### src/rtl/metronome_pkg.sv
// Shared types and constants for the metronome click sequencer.
package metronome_pkg;

  typedef enum logic [1:0] {ST_IDLE, ST_WAIT, ST_PLAY} state_e;

  localparam int ACCENT_SHIFT = 8;
  localparam int NORMAL_SHIFT = 6;
  localparam int MIN_PERIOD   = 2;
  localparam int ROM_LATENCY  = 1;
  localparam int SAMPLE_W     = 16;
  // Registered stages between an accepted tick and sample_valid, minus one.
  localparam int LAT_STAGES   = ROM_LATENCY + 1;

  // Per-tick tag riding alongside the ROM read.
  typedef struct packed {
    logic audible;
    logic accent;
  } tag_t;

  function automatic logic signed [SAMPLE_W-1:0] click_scale(
    input logic signed [SAMPLE_W-1:0] s,
    input logic                       accent
  );
    return accent ? (s <<< ACCENT_SHIFT) : (s <<< NORMAL_SHIFT);
  endfunction

endpackage

### src/rtl/metronome_sequencer_beat_counter.sv
// Tick counter, per-beat latches of period and bar length, beat index and accent.
module beat_counter
  import metronome_pkg::*;
#(
  parameter int PERIOD_WIDTH = 20
) (
  input  logic                    clk,
  input  logic                    rst_n,
  input  logic                    enable_i,
  input  logic                    tick_i,
  input  logic [PERIOD_WIDTH-1:0] beat_period_i,
  input  logic [3:0]              beats_per_bar_i,
  output logic                    beat_start_o,
  output logic                    beat_pulse_o,
  output logic                    accent_o,
  output logic [3:0]              beat_index_o
);

  logic [PERIOD_WIDTH-1:0] cnt_q, cnt_d, period_q, period_d;
  logic [3:0]              bpb_q, idx_q, idx_d;
  logic [4:0]              idx_inc;
  logic                    first_q, accent_q, accent_d, pulse_q;

  assign beat_start_o = enable_i & tick_i & (cnt_q == '0);

  always_comb begin
    period_d = (beat_period_i < PERIOD_WIDTH'(MIN_PERIOD)) ? PERIOD_WIDTH'(MIN_PERIOD)
                                                           : beat_period_i;
    idx_inc  = {1'b0, idx_q} + 5'd1;
    idx_d    = '0;
    // The first beat after enable always lands on the bar start.
    if (!first_q && beats_per_bar_i != '0)
      idx_d = 4'(idx_inc % {1'b0, beats_per_bar_i});
    accent_d = (beats_per_bar_i != '0) && (idx_d == '0);
    cnt_d    = (cnt_q == period_q - PERIOD_WIDTH'(1)) ? '0 : cnt_q + PERIOD_WIDTH'(1);
  end

  always_ff @(posedge clk or negedge rst_n) begin
    if (!rst_n) begin
      cnt_q    <= '0;
      period_q <= PERIOD_WIDTH'(MIN_PERIOD);
      bpb_q    <= '0;
      idx_q    <= '0;
      accent_q <= 1'b0;
      first_q  <= 1'b1;
      pulse_q  <= 1'b0;
    end else if (!enable_i) begin
      cnt_q    <= '0;
      period_q <= PERIOD_WIDTH'(MIN_PERIOD);
      bpb_q    <= '0;
      idx_q    <= '0;
      accent_q <= 1'b0;
      first_q  <= 1'b1;
      pulse_q  <= 1'b0;
    end else begin
      pulse_q <= beat_start_o;
      if (beat_start_o) begin
        // Latched period is >= 2, so the count after a beat start is always 1.
        cnt_q    <= PERIOD_WIDTH'(1);
        period_q <= period_d;
        bpb_q    <= beats_per_bar_i;
        idx_q    <= idx_d;
        accent_q <= accent_d;
        first_q  <= 1'b0;
      end else if (tick_i) begin
        cnt_q <= cnt_d;
      end
    end
  end

  assign beat_pulse_o = pulse_q;
  assign accent_o     = accent_q;
  assign beat_index_o = idx_q;

  // Bar length is only consulted through the live input at the next beat;
  // the latched copy documents the value in force for the current beat.
  logic unused_bpb;
  assign unused_bpb = ^bpb_q;

endmodule

### src/rtl/metronome_sequencer.sv
// Metronome click sequencer: walks the click ROM once per beat and scales
// each byte into a signed 16-bit sample, accenting the first beat of a bar.
module metronome_sequencer
  import metronome_pkg::*;
#(
  parameter int DATA_WIDTH   = 8,
  parameter int ADDR_WIDTH   = 14,
  parameter int CLICK_LEN    = 12000,
  parameter int PERIOD_WIDTH = 20
) (
  input  logic                    clk,
  input  logic                    rst_n,
  input  logic                    enable,
  input  logic                    sample_tick,
  input  logic [PERIOD_WIDTH-1:0] beat_period,
  input  logic [3:0]              beats_per_bar,
  output logic [ADDR_WIDTH-1:0]   rom_addr,
  input  logic [DATA_WIDTH-1:0]   rom_q,
  output logic [15:0]             sample_out,
  output logic                    sample_valid,
  output logic                    beat_pulse,
  output logic [3:0]              beat_index,
  output logic                    playing
);

  localparam logic [ADDR_WIDTH-1:0] LAST_ADDR = ADDR_WIDTH'(CLICK_LEN - 1);

  state_e                      state_q;
  logic [ADDR_WIDTH-1:0]       addr_q;
  logic                        playing_q;
  logic [LAT_STAGES:0]         vld_pipe;
  logic                        aud0_q;
  tag_t                        tag1_q;
  logic signed [SAMPLE_W-1:0]  sample_q;

  logic                        beat_start, accent;
  logic signed [DATA_WIDTH-1:0] s_raw;
  logic signed [SAMPLE_W-1:0]  s_ext;

  beat_counter #(.PERIOD_WIDTH(PERIOD_WIDTH)) u_beat (
    .clk            (clk),
    .rst_n          (rst_n),
    .enable_i       (enable),
    .tick_i         (sample_tick),
    .beat_period_i  (beat_period),
    .beats_per_bar_i(beats_per_bar),
    .beat_start_o   (beat_start),
    .beat_pulse_o   (beat_pulse),
    .accent_o       (accent),
    .beat_index_o   (beat_index)
  );

  // Offset-binary to two's complement: flip the MSB, then sign-extend.
  assign s_raw = {~rom_q[DATA_WIDTH-1], rom_q[DATA_WIDTH-2:0]};
  assign s_ext = SAMPLE_W'(s_raw);

  always_ff @(posedge clk or negedge rst_n) begin
    if (!rst_n) begin
      state_q   <= ST_IDLE;
      addr_q    <= '0;
      playing_q <= 1'b0;
      vld_pipe  <= '0;
      aud0_q    <= 1'b0;
      tag1_q    <= '0;
      sample_q  <= '0;
    end else if (!enable) begin
      // Dropping enable flushes any sample still in flight.
      state_q   <= ST_IDLE;
      addr_q    <= '0;
      playing_q <= 1'b0;
      vld_pipe  <= '0;
      aud0_q    <= 1'b0;
      tag1_q    <= '0;
      sample_q  <= '0;
    end else begin
      vld_pipe       <= {vld_pipe[LAT_STAGES-1:0], sample_tick};
      tag1_q.audible <= aud0_q;
      tag1_q.accent  <= accent;
      if (vld_pipe[LAT_STAGES-1])
        sample_q <= tag1_q.audible ? click_scale(s_ext, tag1_q.accent) : '0;

      if (beat_start) begin
        state_q   <= ST_PLAY;
        addr_q    <= '0;
        playing_q <= 1'b1;
        aud0_q    <= 1'b1;
      end else if (sample_tick) begin
        if (state_q == ST_PLAY && addr_q != LAST_ADDR) begin
          addr_q <= addr_q + ADDR_WIDTH'(1);
          aud0_q <= 1'b1;
        end else begin
          state_q   <= ST_WAIT;
          playing_q <= 1'b0;
          aud0_q    <= 1'b0;
        end
      end else if (state_q == ST_IDLE) begin
        state_q <= ST_WAIT;
      end
    end
  end

  assign rom_addr     = addr_q;
  assign sample_out   = sample_q;
  assign sample_valid = vld_pipe[LAT_STAGES];
  assign playing      = playing_q;

endmodule
### config.mk
export PLATFORM = sky130hd
export DESIGN_NAME = metronome_sequencer
export DESIGN_NICKNAME = d
export VERILOG_FILES = /design/src/rtl/metronome_pkg.sv /design/src/rtl/metronome_sequencer_beat_counter.sv /design/src/rtl/metronome_sequencer.sv
export SDC_FILE = /design/constraint.sdc
export NUM_CORES = 1
export LEC_CHECK = 0
export CORE_ASPECT_RATIO = 0.75
export CORE_MARGIN = 3
export CORE_UTILIZATION = 50
export DETAILED_ROUTE_END_ITERATION = 6
export PLACE_DENSITY = 0.8
export SLEW_MARGIN = 20
export SYNTH_ARGS = -nofsm -noshare
export SYNTH_HDL_FRONTEND = slang
export SYNTH_SLANG_ARGS = --single-unit
### constraint.sdc
create_clock -name clk -period 6.8 [get_ports clk]
set_input_delay 1.02 -clock clk [delete_from_list [all_inputs] [get_ports clk]]
set_output_delay 1.02 -clock clk [all_outputs]
set_load 0.01 [all_outputs]
==> out/metrics.yaml <==
worst_setup_path:
  worstPathArrival_ns: 6.84
  critPathSlowestCell: "clkdlybuf4s50_1"
  critical-path-max-stage-delay_ns: 0.48
  timing.critical_path.fanout_max: 7
  cpMostUsedCell: "ha_1"
  worstPathRequired_ns: 7.04
  cp-end-kind: "flip-flop"
  setup.worst_path.start_class: "input port"
  path_class: "in -> reg"
pwr:
  p_leak_nw: 2.83
  power.ir.vdd_worst_mv: 0.135
  power_density_normalized_to_cell_area_mw_per_mm2: 205
clock_network:
  clkSlewWorstSetupHoldPaths_ns: 0.06
  clkLatencyLatePin_ns: 0.34
  number_of_buffers_on_the_longest_clock_path: 2
  clkSinkCount: 80
  cts_root_buffer: "clkbuf_16"
  tritoncts.num_buffers: 9
  cts_max_level: 3
  tritoncts: "yes"
drt:
  detail_route.drc_violations: 0
  total_length_of_routed_wires_um: 13500
  detail_route.vias_per_cell: 5.96
  firstDrtPassIters: 5
  via_count: 4707
  first_iter_violations: 429
  detail_route.wl_per_cell_um: 17.1
  ant_nets: 0
global_routing:
  wire_length_of_the_first_global_routing_pass_um: 21700
  track_usage: 0.234
  grt_antenna_before_repair: 0
  grt_start_max_net_pins: 81
  grt_remaining_overflow: 0
  number_of_global_route_vias_before_repair: 4429
timing:
  worstMarginPinSlew_ns: 1.01
  maxClockFrequency_ghz: 0.152
  maxSlewHeadroom: 0.320
  final-setup-viol-count: 0
  final.hold.worst_slack_ns: 0.471
  slew_violations: 0
  timing.final.ws_setup_ns: 0.200
  timing.clock.skew_ns: 0.00819
  hold_violations: 0
  min_period_ns: 6.60
  min_period_over_period: 0.971
yosys:
  synth_edf_count: 0
  synth_seq_cells: 80
  netlist-cell-type-count: 68
  synth_area_leaders: "dfrtp_1 37%, xnor2_1 6.0%, ha_1 5.3%, nand2_1 4.3%, xor2_1 4.0%"
  syn_inst: 581
  synth_sequential_area_ratio: 0.383
  yosys.area.top_type_share: 0.373
  post-synth-top-area-cell: "dfrtp_1"
  ys.warnings.count: 0
  mappedNetlistArea_mm2: 0.00523
  synth_area_per_cell_um2: 9.00
  synthArstFlopShare: 1.00
  ys_dominant_reg_cell: "dfrtp_1"
floorplanning:
  die_width_um: 124
  core_region_area_mm2: 0.00993
  initial_core_util: 0.526
  placementRows: 31
  fp.dieH_um: 94.6
  boundaryPins: 73
  fp.dieArea_mm2: 0.0117
status:
  outcome: "complete, no violations"
cells_and_area:
  layout-drive-gt1-share: 0.105
  nFillCells: 791
  layout-area-overhead-vs-synth_pct: 23.6
  n_antenna_cell: 0
  design.final.nets: 712
place:
  place.detailed.hpwl_um: 9980
  globalplace.congestion: 0.912
  buffer_ports.inserted: 66
  dpl_worst_slack_ns: -0.528
flow_run:
  max-cap-violations: 0
min_path:
  hold_class: "reg -> reg"
[layout by cell type (no fill, tap or decap), types with 6 or more instances in the layout]
cell	n
nand2_1	60
and2_1	12
nand3_1	28
buf_4	23
a22o_1	14
xnor2_1	36
and3_1	12
or3_1	7
clkbuf_16	9
nor2_1	42
o21ai_0	23
ha_1	22
xor2_1	24
inv_1	24
clkdlybuf4s50_1	65
mux2i_1	9
nand2b_1	7
nor3_1	21
dfrtp_1	78
nor2b_1	9
conb_1	6
a21oi_1	11
nand4_1	11
nor4_1	14
[power by group]
part	internal (mW)	switching (mW)
clock	0.286	0.198
combinational	0.140	0.176
sequential	0.498	0.0277
[registers in the layout, indices dropped and copies added, names as in the netlist]
register and cells:
tag1_q 2, vld_pipe 3, aud0_q 1, state_q 2, u_beat.accent_o 1, playing 1, u_beat.beat_index_o 4, rom_addr 14
u_beat.first_q 1, sample_out 10, u_beat.cnt_q 20, u_beat.period_q 20, u_beat.beat_pulse_o 1
[cells by family after synthesis]
| kind of cell | after synthesis | synth area share |
|---|---|---|
| DFF | 80 | 0.383 |
| xor gates and xnor gates | 60 | 0.101 |
| AOI/OAI and AO/OA | 97 | 0.133 |
| and+or+nand+nor | 252 | 0.257 |
| muxes | 11 | 0.0213 |
| other | 1 | 0.000717 |
| adders and majority gates | 23 | 0.0565 |
| buffers and inverters | 57 | 0.0481 |
[worst paths after layout]
path | slack [ns] | startpoint | depth (start not counted) | endpoint
max | 0.20 | beats_per_bar[0] | 28 | u_beat.accent_o$_DFFE_PN0N_
min | 0.47 | vld_pipe[0]$_DFF_PN0_ | 1 | vld_pipe[1]$_DFF_PN0_
max reg2reg | 0.47 | u_beat.beat_index_o[1]$_DFFE_PN0N_ | 28 | u_beat.accent_o$_DFFE_PN0N_
min reg2reg | 0.47 | vld_pipe[0]$_DFF_PN0_ | 1 | vld_pipe[1]$_DFF_PN0_
max in group asynchronous | 5.61 | rst_n | 1 | u_beat.accent_o$_DFFE_PN0N_
min in group asynchronous | 0.72 | rst_n | 1 | u_beat.cnt_q[9]$_DFFE_PN0P_
[worst max-delay path, delay by kind of cell]
kind / cells / cell delay, ns
AO/OA/AOI/OAI: 12 / 2.13
multiplexers: 1 / 0.31
buffers and inverters: 5 / 0.94
AND/OR/NAND/NOR: 5 / 1.05
adder cells (fa/ha/maj): 5 / 1.40
[repair_timing]
action	4_1_cts	5_1_grt
hold buffers	0	0
setup buffers	0	3
endpoints found under the setup margin	5	5
pin swaps	0	2
endpoints found under the hold margin	0	0
resized for setup	3	13
[final cells by class]
type | instances | area (µm²) | share of cell area
repair buffers | 89 | 835 | 0.129
flip-flops and latches | 80 | 2000 | 0.310
clock inverters | 6 | 67.6 | 0.0105
inverters | 24 | 90.1 | 0.0139
well taps | 132 | 165 | 0.0256
multi-input cells | 449 | 3070 | 0.475
clock buffers | 10 | 229 | 0.0354
[synth_stat cells, types with 14 or more instances]
cell type  number
xor2_1         24
o21ai_0        27
nand2_1        60
a22o_1         14
dfrtp_1        78
nand3_1        28
nor4_1         14
inv_1          24
xnor2_1        36
ha_1           22
clkbuf_1       24
nor2_1         42
nor3_1         21
[through the flow]
stage               instances   util  setup TNS, ns  power (mW)  area [µm²]
detailed placement        771  0.612          -2.35       0.831        6070
finish                    790  0.651              0        1.33        6460
global route              790  0.651         -0.164        1.39        6460
global placement          771  0.612         -0.249       0.816        6070
CTS                       787  0.643              0        1.32        6390
floorplan                 586      -              0       0.725        5250
[metal layers]
metal / share of wire / track usage
met5: 0 / 0
met4: 0.0081 / 0.0447
met3: 0.076 / 0.0563
met2: 0.46 / 0.356
met1: 0.46 / 0.343
Power figures use the tool's default switching activity.
